<file path="src/rtl/display_scheduler.sv">
// rtl/display_scheduler.sv - FND display sequencer: NORMAL/DISPLAY mode, info page select,
// idle auto-return and the 4-digit scan strobe feeding the segment mux.
module display_scheduler #(
  parameter int SCAN_DIV      = 100000,
  parameter int TIMEOUT_TICKS = 5000,
  parameter int NUM_PAGES     = 4
) (
  input  logic       clk,
  input  logic       rst,
  input  logic       sig,
  input  logic       nxt,
  input  logic       lock,
  output logic       mode,
  output logic [1:0] page,
  output logic [1:0] digit_idx,
  output logic [3:0] digit_an,
  output logic       timeout
);

  localparam int SCAN_W = (SCAN_DIV > 1) ? $clog2(SCAN_DIV) : 1;
  localparam int IDLE_W = (TIMEOUT_TICKS > 1) ? $clog2(TIMEOUT_TICKS) : 1;
  localparam logic [SCAN_W-1:0] SCAN_LAST = SCAN_W'(SCAN_DIV - 1);
  localparam logic [IDLE_W-1:0] IDLE_LAST = IDLE_W'(TIMEOUT_TICKS - 1);
  localparam logic [1:0]        PAGE_LAST = 2'(NUM_PAGES - 1);

  typedef enum logic {
    NORMAL  = 1'b0,
    DISPLAY = 1'b1
  } state_t;

  state_t            state, state_nx;
  logic [SCAN_W-1:0] scan_cnt;
  logic [IDLE_W-1:0] idle, idle_nx;
  logic [1:0]        page_nx;
  logic [1:0]        idx_nx;
  logic              timeout_nx;
  logic              sig_q, nxt_q;
  logic              sig_p, nxt_p;
  logic              tick;

  assign sig_p  = sig & ~sig_q;
  assign nxt_p  = nxt & ~nxt_q;
  assign tick   = (scan_cnt == SCAN_LAST);
  assign idx_nx = digit_idx + 2'd1;
  assign mode   = (state == DISPLAY);

  // Scan strobe free-runs in both modes; lock never stalls it.
  always_ff @(posedge clk or negedge rst) begin
    if (!rst) begin
      scan_cnt  <= '0;
      digit_idx <= 2'd0;
      digit_an  <= 4'b1110;
    end else begin
      scan_cnt <= tick ? '0 : scan_cnt + SCAN_W'(1);
      if (tick) begin
        digit_idx <= idx_nx;
        digit_an  <= ~(4'b0001 << idx_nx);
      end
    end
  end

  always_ff @(posedge clk or negedge rst) begin
    if (!rst) begin
      state   <= NORMAL;
      page    <= 2'd0;
      idle    <= '0;
      timeout <= 1'b0;
      sig_q   <= 1'b0;
      nxt_q   <= 1'b0;
    end else begin
      state   <= state_nx;
      page    <= page_nx;
      idle    <= idle_nx;
      timeout <= timeout_nx;
      sig_q   <= sig;
      nxt_q   <= nxt;
    end
  end

  // Exit causes in DISPLAY are ordered lock > sig > idle timeout > page advance.
  always_comb begin
    state_nx   = state;
    page_nx    = page;
    idle_nx    = idle;
    timeout_nx = 1'b0;
    case (state)
      NORMAL: begin
        page_nx = 2'd0;
        idle_nx = '0;
        if (sig_p && !lock) begin
          state_nx = DISPLAY;
        end
      end
      DISPLAY: begin
        if (lock || sig_p) begin
          state_nx = NORMAL;
          page_nx  = 2'd0;
          idle_nx  = '0;
        end else if (tick && (idle == IDLE_LAST)) begin
          state_nx   = NORMAL;
          page_nx    = 2'd0;
          idle_nx    = '0;
          timeout_nx = 1'b1;
        end else if (nxt_p) begin
          page_nx = (page == PAGE_LAST) ? 2'd0 : page + 2'd1;
          idle_nx = '0;
        end else if (tick) begin
          idle_nx = idle + IDLE_W'(1);
        end
      end
      default: begin
        state_nx = NORMAL;
        page_nx  = 2'd0;
        idle_nx  = '0;
      end
    endcase
  end

endmodule

</file>
<file path="config.mk">
export PLATFORM = sky130hd
export DESIGN_NAME = display_scheduler
export DESIGN_NICKNAME = d
export VERILOG_FILES = /design/src/rtl/display_scheduler.sv
export SDC_FILE = /design/constraint.sdc
export NUM_CORES = 1
export LEC_CHECK = 0
export BUFFER_PORTS_ARGS = -buffer_cell sky130_fd_sc_hd__buf_2
export CAP_MARGIN = 20
export CELL_PAD_IN_SITES_DETAIL_PLACEMENT = 1
export CELL_PAD_IN_SITES_GLOBAL_PLACEMENT = 1
export CORE_ASPECT_RATIO = 1.75
export CORE_MARGIN = 5
export CORE_UTILIZATION = 46
export CTS_CLUSTER_DIAMETER = 150
export DETAILED_ROUTE_END_ITERATION = 10
export HOLD_SLACK_MARGIN = 0.1
export PLACE_DENSITY = 0.81
export SETUP_SLACK_MARGIN = 0.3
export SLEW_MARGIN = 20
export SYNTH_ARGS = -nofsm -noshare
export SYNTH_HDL_FRONTEND = slang
export SYNTH_SLANG_ARGS = --single-unit
export TNS_END_PERCENT = 10
</file>
<file path="constraint.sdc">
create_clock -name clk -period 3 [get_ports clk]
set_clock_uncertainty 0.15 [all_clocks]
set_input_delay 0.9 -clock clk [delete_from_list [all_inputs] [get_ports clk]]
set_output_delay 0.9 -clock clk [all_outputs]
set_load 0.01 [all_outputs]
</file>
After elaboration in Yosys (flattened, before gate mapping)
Index checks and enable logic that the tools add are counted.
W data, S select, Z words.
{"block": "totals", "ff_bits": 42, "in_bits": 5, "output_inout_bits": 10, "wordCells": 47}
{"block": "op_classes", "n_addsub": 4, "eq_ne": 5, "shifts": 1, "n_mux": 18, "n_bitwise": 6, "n_reduce_logical": 4}
{"cell": "$mux W13", "n": 4}
{"cell": "$pmux W13 S2", "n": 1}
{"cell": "$add A17 B1 Y17 const B", "n": 1}
{"cell": "$eq A17 B17 Y1 const B", "n": 1}
{"cell": "$mux W17", "n": 1}
{"cell": "$add A13 B1 Y13 const B", "n": 1}
{"cell": "$eq A13 B13 Y1 const B", "n": 1}
{"cell": "$mux W2", "n": 4}
{"cell": "$mux W1", "n": 6}
{"cell": "$ne A5 B1 Y1 const B", "n": 1}
{"cell": "$add A2 B1 Y2 const B", "n": 2}
{"cell": "$ne A4 B1 Y1 const B", "n": 1}
{"cell": "$not A4 Y4", "n": 1}
{"cell": "$pmux W2 S2", "n": 1}
{"cell": "$shl A1 B2 Y4 const A", "n": 1}
{"cell": "$not A1 Y1", "n": 3}
{"cell": "$and A1 B1 Y1", "n": 2}
{"cell": "$eq A2 B2 Y1 const B", "n": 1}
{"cell": "$logic_and A1 B1 Y1", "n": 2}
{"cell": "$pmux W1 S2", "n": 1}
{"cell": "$logic_not A1 Y1", "n": 1}
{"cell": "$logic_or A1 B1 Y1", "n": 1}

Depth between registers and ports, before layout
Gate-level depths: netlist (run 1).
{"block": "logic_depth", "word_depth": 6, "mapped_depth": 7, "ltp_nobuf": 6}

Least setup slack after synthesis (run 1)
No wires, ideal clock.
{"block": "synth_timing", "kind": "reg2reg", "from": "reg scan_cnt[12]", "to": "reg idle[7]", "setup_ps": 78, "arrival_time_ps": 1997, "t_required_ps": 2772, "setup_slack_ps": 775, "path_stages_with_launch": 6, "n_path_buf": 0, "period_less_slack_ps": 2225, "path_cell_list": "dfrtp_1 or4b_4 nor4_4 nand2b_2 or4_1 a21oi_1"}
{"block": "synth_between", "elab_chain_len": 5}
{"item": "start: declaration", "line_no": "32", "source": "logic [SCAN_W-1:0] scan_cnt;"}
{"item": "start signal: assignment", "line_no": "54", "source": "scan_cnt <= tick ? '0 : scan_cnt + SCAN_W'(1);"}
{"item": "$eq A17 B17 Y1 *", "line_no": "43", "source": "assign tick = (scan_cnt == SCAN_LAST);"}
{"item": "$logic_and A1 B1 Y1", "line_no": "99", "source": "end else if (tick && (idle == IDLE_LAST)) begin"}
{"item": "$mux W13", "line_no": "99"}
{"item": "$mux W13", "line_no": "95", "source": "if (lock || sig_p) begin"}
{"item": "$pmux W13 S2", "line_no": "86", "source": "case (state)"}
{"item": "end signal: assignment", "line_no": "73", "source": "idle <= idle_nx;"}
{"item": "end: declaration", "line_no": "33", "source": "logic [IDLE_W-1:0] idle, idle_nx;"}
Every way passes the cells marked *; elsewhere a longest branch is shown, timed or not.
A chain may end at the register's enable or synchronous reset.

Worst setup path in the final report (run 1)
{"block": "layout_timing", "from": "reg scan_cnt[12]", "to": "reg idle[0]"}
The elaborated chain is that of the path after synthesis.

==> impl_metrics.json, run 1 <==
{
  "place_congestion": 0.748,
  "grt_max_degree": 41,
  "outcome": "finished, final reports clean",
  "power.density_nw_per_um2": 494,
  "slowest_delay_ns": 0.61,
  "wl_per_cell_um": 17.0,
  "diodes": 0,
  "finalWorstPathRequiredPeriod_ns": 2.39,
  "cp_top_family": "simple AND/OR/NAND/NOR gates",
  "place_ws_ns": 0.634,
  "syn_area_um2": 2030,
  "fin_area_um2": 2300,
  "grt_overflow": 0,
  "reg2reg_slack_ns": 0.61,
  "ioPinCount": 15,
  "rows": 32,
  "maxSlewHeadroom_pct": 39.3,
  "leakagePower_uw": 0.00100,
  "layout_commonest_cell": "dfrtp_1",
  "clock_path_buffers": 2,
  "placed_cell_area_um2": 2160,
  "reg2reg_from": "scan_cnt[12]",
  "dr.pass1.iters": 4,
  "synth_cells": 203,
  "fp.dieW_um": 60.2,
  "grt_pass1_vias": 1733,
  "vdd.ir_drop.worst_mv": 0.393,
  "arrival_ns": 2.46,
  "r2r_end": "idle[0]",
  "cts_hold_buf": 0,
  "end_kind": "flop",
  "h-tree-depth": 2,
  "routed-wl-met3_um": 110,
  "drive_gt1_share_pct": 14.0,
  "wl_met2_um": 2590,
  "synth_top_area_cell": "dfrtp_1",
  "layout_common_cells": "39 x dfrtp_1, 28 x nand2_1, 16 x o21ai_0",
  "grt_use_total_pct": 18.4,
  "grt_pass1_wl_um": 8280,
  "core_um2": 4320,
  "ys_top_cells_by_area": "dfrtp_1 48%, nand2_1 5.2%, ha_1 4.3%",
  "finalCritPeriodShare_pct": 79.7,
  "post_cts_resized": 0,
  "numCtsBuffers": 5,
  "finalHoldViolCount": 0,
  "cts_root_buf": "clkbuf_8",
  "rsz0062_at_grt": "false",
  "numPortBuffers": 14,
  "slowest_stage": "or4_1",
  "holdPathStages": 2,
  "hold_path_end": "digit_an[3]",
  "postSynthAreaPerCell_um2": 9.99,
  "yosys_warnings": 0,
  "r2r_cells": 4,
  "fin_ws_ns": 0.608,
  "dieHeight_um": 97.8,
  "hpwl_um": 3310,
  "synth_cell_types": 36,
  "fin_tns_setup_ns": 0,
  "critPathLaunchType": "flop",
  "antenna_found_initial": 0,
  "top_layer": "met4",
  "path_cells": "or4b_4 > or4_1 > or3_1 > a21oi_1",
  "fin_nets": 233,
  "route.detailed.drc": 0,
  "hold_path.startpoint": "digit_an[3]",
  "cts.sinks": 42,
  "synth-seq-cells": 42,
  "holdWs_ns": 0.341,
  "dieArea_um2": 5890,
  "slew_violations": 0,
  "yosys.area.top_type_share_pct": 48.1,
  "initial_core_util_pct": 46.9,
  "yosysSeqAreaShare_pct": 52.0,
  "max_freq_ghz": 0.418,
  "drt_iter0_markers": 27,
  "worst-path-buf-inv": 0,
  "clkLatencyLatePin_ns": 0.30,
  "totalWireLength_um": 4640,
  "path_class": "reg2reg",
  "cts_setup_buffers": 0,
  "maxCapViolCount": 0,
  "routed_via_density": 5.75,
  "syn_to_final_growth_pct": 13.4,
  "syn_nets": 215,
  "setup_viol": 0,
  "via_count": 1571,
  "hold_class": "reg2reg",
  "crit_required_ns": 3.07,
  "ant_nets": 0,
  "cts_tree": "done",
  "worst_pin_slew_ns": 0.911,
  "path_clk_slew_ns": 0.09,
  "power.total_uw": 1140,
  "wl_met1_um": 1850,
  "critPathMaxFanout": 11
}
[cell usage after synthesis, drive strengths merged]
cell type and count:
nor4 2, or3 8, a31oi 2, nor3 3, nand2b 3, nand4 4
or3b 1, xnor2 7, and4 1, xor2 8, dfrtp 39, clkbuf 6
inv 2, and3b 1, a41oi 1, or4b 1, o21ai 16, dfstp 3
nand3b 1, nand2 28, and4b 1, mux2i 1, nand3 10, and3 7
and2 1, nor4b 1, nor2b 2, nor2 14, o211ai 1, ha 7
nand4bb 2, a21oi 14, or4 3, o31ai 2
[per-layer routing]
metal | vias to the layer above | global-route usage (%)
li1 | 753 | -
met1 | 793 | 21.5
met2 | 17 | 32.3
met3 | 8 | 3.57
met4 | 0 | 5.97
met5 | - | 0
[stage by stage]
stage / util (%) / cells
global route: 53.2 / 273
global placement: 50.0 / 265
CTS: 53.2 / 273
detailed placement: 50.0 / 265
finish: 53.2 / 273
floorplan: - / 203
[layout make-up]
type	instances	area [um^2]
Sequential cell	42	1050
Multi-Input combinational cell	153	943
Fill cell	509	2020
Timing Repair Buffer	17	92.6
Tap cell	51	63.8
Clock inverter	3	68.8
Clock buffer	5	68.8
Inverter	2	7.51
[power breakdown]
| part | internal (uW) | switching, uW |
|---|---|---|
| Sequential | 568 | 1.21 |
| Clock | 334 | 209 |
| Combinational | 5.80 | 17.8 |
[how the worst max path moves through the flow]
stage                     cells after the start  slack, ns      end          from
after global routing                          5       0.47  idle[0]   scan_cnt[0]
after detailed placement                      4       0.63  idle[0]  scan_cnt[12]
after CTS                                     4       0.61  idle[0]  scan_cnt[12]
after floorplan                               5       0.78  idle[7]  scan_cnt[12]
final                                         4       0.61  idle[0]  scan_cnt[12]
after global placement                        4       0.65  idle[0]  scan_cnt[12]
[registers in the layout (all words and copies together) (netlist names), 2 cells and up]
| register | count |
|---|---|
| digit_idx | 2 |
| scan_cnt | 17 |
| page | 2 |
| idle | 13 |
| digit_an | 4 |
[tightest hold or removal path: stages, from the launching register on]
cell and delay (ns):
dfstp_2 0.38, nand2_1 0.04, o21ai_0 0.07
[cell families after synthesis]
kind of cell             Yosys count  share of synthesized area (%)
AND/OR/NAND/NOR                   94                           25.7
flip-flops                        42                           52.0
AO/OA/AOI/OAI                     36                           9.56
XOR/XNOR                          15                           6.48
buffers and inverters              8                           1.48
adder cells (fa/ha/maj)            7                           4.32
multiplexers                       1                          0.494
No activity file was read; power rests on OpenSTA's default activity.
==> run 2, diff against run 1 <==
clock period = 2.3 ns   (was 3 ns; I/O delays follow)
==> impl_metrics.json, run 2 (synthesis gave the netlist of run 1 again) <==
{
  "outcome": "finished, final reports clean",
  "pwr-share-clk_pct": 39.3,
  "finalWorstPathRequiredPeriod_ns": 2.17,
  "syn_to_final_growth_pct": 18.8,
  "grt_max_degree": 43,
  "path_class": "reg2reg",
  "fill_cells": 492,
  "maxCapViolCount": 0,
  "multi_input_area_um2": 998,
  "h-tree-depth": 2,
  "clkLatencyLatePin_ns": 0.30,
  "ant_nets": 0,
  "power.density_nw_per_um2": 529,
  "layout_commonest_cell": "dfrtp_1",
  "finalNonFillerCells": 285,
  "dr.pass1.iters": 4,
  "power.share.sequential_pct": 58.2,
  "route.detailed.drc": 0,
  "wl_per_cell_um": 17.3,
  "worst_pin_slew_ns": 0.556,
  "grt_pass1_wl_um": 8530,
  "regMostFlops": "scan_cnt",
  "path_cells": "or4b_4 > or4_4 > or3_1 > a21oi_1",
  "reg_top3": "scan_cnt x17, idle x13, digit_an x4",
  "rsz0062_at_grt": "true",
  "finish.utilization_pct": 55.7,
  "dieHeight_um": 97.8,
  "via_count": 1628,
  "seq_area_um2": 1050,
  "dp.cells": 270,
  "rows": 32,
  "maxSlewHeadroom_pct": 62.8,
  "arrival_ns": 2.23,
  "vdd.ir_drop.worst_mv": 0.449,
  "antenna_found_initial": 0,
  "hold_class": "in2async",
  "end_kind": "flop",
  "r2r_cells": 4,
  "cts_tree": "done",
  "finalHoldViolCount": 0,
  "grt_overflow": 0,
  "grt_pass1_vias": 1814,
  "core_um2": 4320,
  "setup_viol": 0,
  "critPathLaunchType": "flop",
  "critPathMaxFanout": 3,
  "clock_path_buffers": 2,
  "cts_root_buf": "clkbuf_8",
  "cts.sinks": 42,
  "fin_tns_setup_ns": 0,
  "crit_required_ns": 2.36,
  "slowest_delay_ns": 0.58,
  "p_sw_share_pct": 22.2,
  "hpwl_um": 3290,
  "drt_iter0_markers": 29,
  "slowest_stage": "or4b_4",
  "largest_register_ffs": 17,
  "ioPinCount": 15,
  "finalCritPeriodShare_pct": 94.2,
  "routed_via_density": 5.71,
  "totalWireLength_um": 4940,
  "diodes": 0,
  "initial_core_util_pct": 46.9,
  "numCtsBuffers": 5,
  "grt_use_total_pct": 18.7,
  "cts_hold_buf": 0,
  "fp.dieW_um": 60.2,
  "leakagePower_uw": 0.00105,
  "power_frac_comb_pct": 2.4,
  "slew_violations": 0,
  "switching_power_uw": 284,
  "layout_common_cells": "39 x dfrtp_1, 28 x nand2_1, 14 x nor2_1, 14 x buf_2",
  "dieArea_um2": 5890,
  "max_freq_ghz": 0.462,
  "p_int_uw": 991,
  "fin_nets": 245,
  "path_clk_slew_ns": 0.08,
  "drive_gt1_share_pct": 20.9,
  "place_congestion": 0.759,
  "numPortBuffers": 14
}
==> run 2: what timing repair did <==
action / 4_1_cts / 5_1_grt
endpoints found under the setup margin: 20 / 29
setup buffers: 3 / 4
gates resized for setup: 5 / 12
endpoints found under the hold margin: 0 / 0
pin swaps: 16 / 6
==> run 2: path summary, 6_finish.rpt <==
path / start / end / slack, ns
max: scan_cnt[12] / idle[0] / 0.13
min reg2reg: mode / mode / 0.33
max in group asynchronous: rst / scan_cnt[9] / 1.31
max reg2reg: scan_cnt[12] / idle[0] / 0.13
min in group clk: mode / mode / 0.33
min: rst / scan_cnt[7] / 0.30
==> run 2: routing by layer <==
metal	vias up	track usage [%]	routed length [um]
li1	776	-	-
met1	822	22.4	2000
met2	22	32.3	2740
met3	8	3.57	119
met4	0	6.14	82
met5	-	0	0
==> run 2: power by group through the flow <==
stage	Sequential (uW)	Clock, uW	Combinational (uW)
2_1_floorplan	758	0	7.27
3_5_place_dp	757	0	31.9
5_1_grt	743	554	35.7
4_1_cts	743	507	32.0
6_report	743	502	30.8
3_3_place_gp	757	0	31.7
==> run 2: worst max-delay path: cells and delay by family, from the launching register on <==
kind / cells / cell delay (ns)
AND/OR/NAND/NOR: 3 / 1.39
flip-flops: 1 / 0.39
AO/OA/AOI/OAI: 1 / 0.17
==> run 2: layout make-up <==
class / instances / share of cell area [%]
Timing Repair Buffer: 29 / 8.05
Sequential cell: 42 / 43.8
Tap cell: 51 / 2.65
Inverter: 2 / 0.312
Multi-Input combinational cell: 153 / 41.4
Clock buffer: 7 / 3.58
Clock inverter: 1 / 0.208
==> run 2: metrics by stage <==
step | setup WS (ns) | hold slack, ns | total power (uW) | cell area, um^2
floorplan | 0.0752 | 0.244 | 765 | 2030
global placement | 0.0996 | 0.310 | 789 | 2200
detailed placement | 0.0832 | 0.321 | 789 | 2200
CTS | 0.102 | 0.325 | 1280 | 2330
global route | 0.0458 | 0.339 | 1330 | 2410
finish | 0.134 | 0.299 | 1270 | 2410
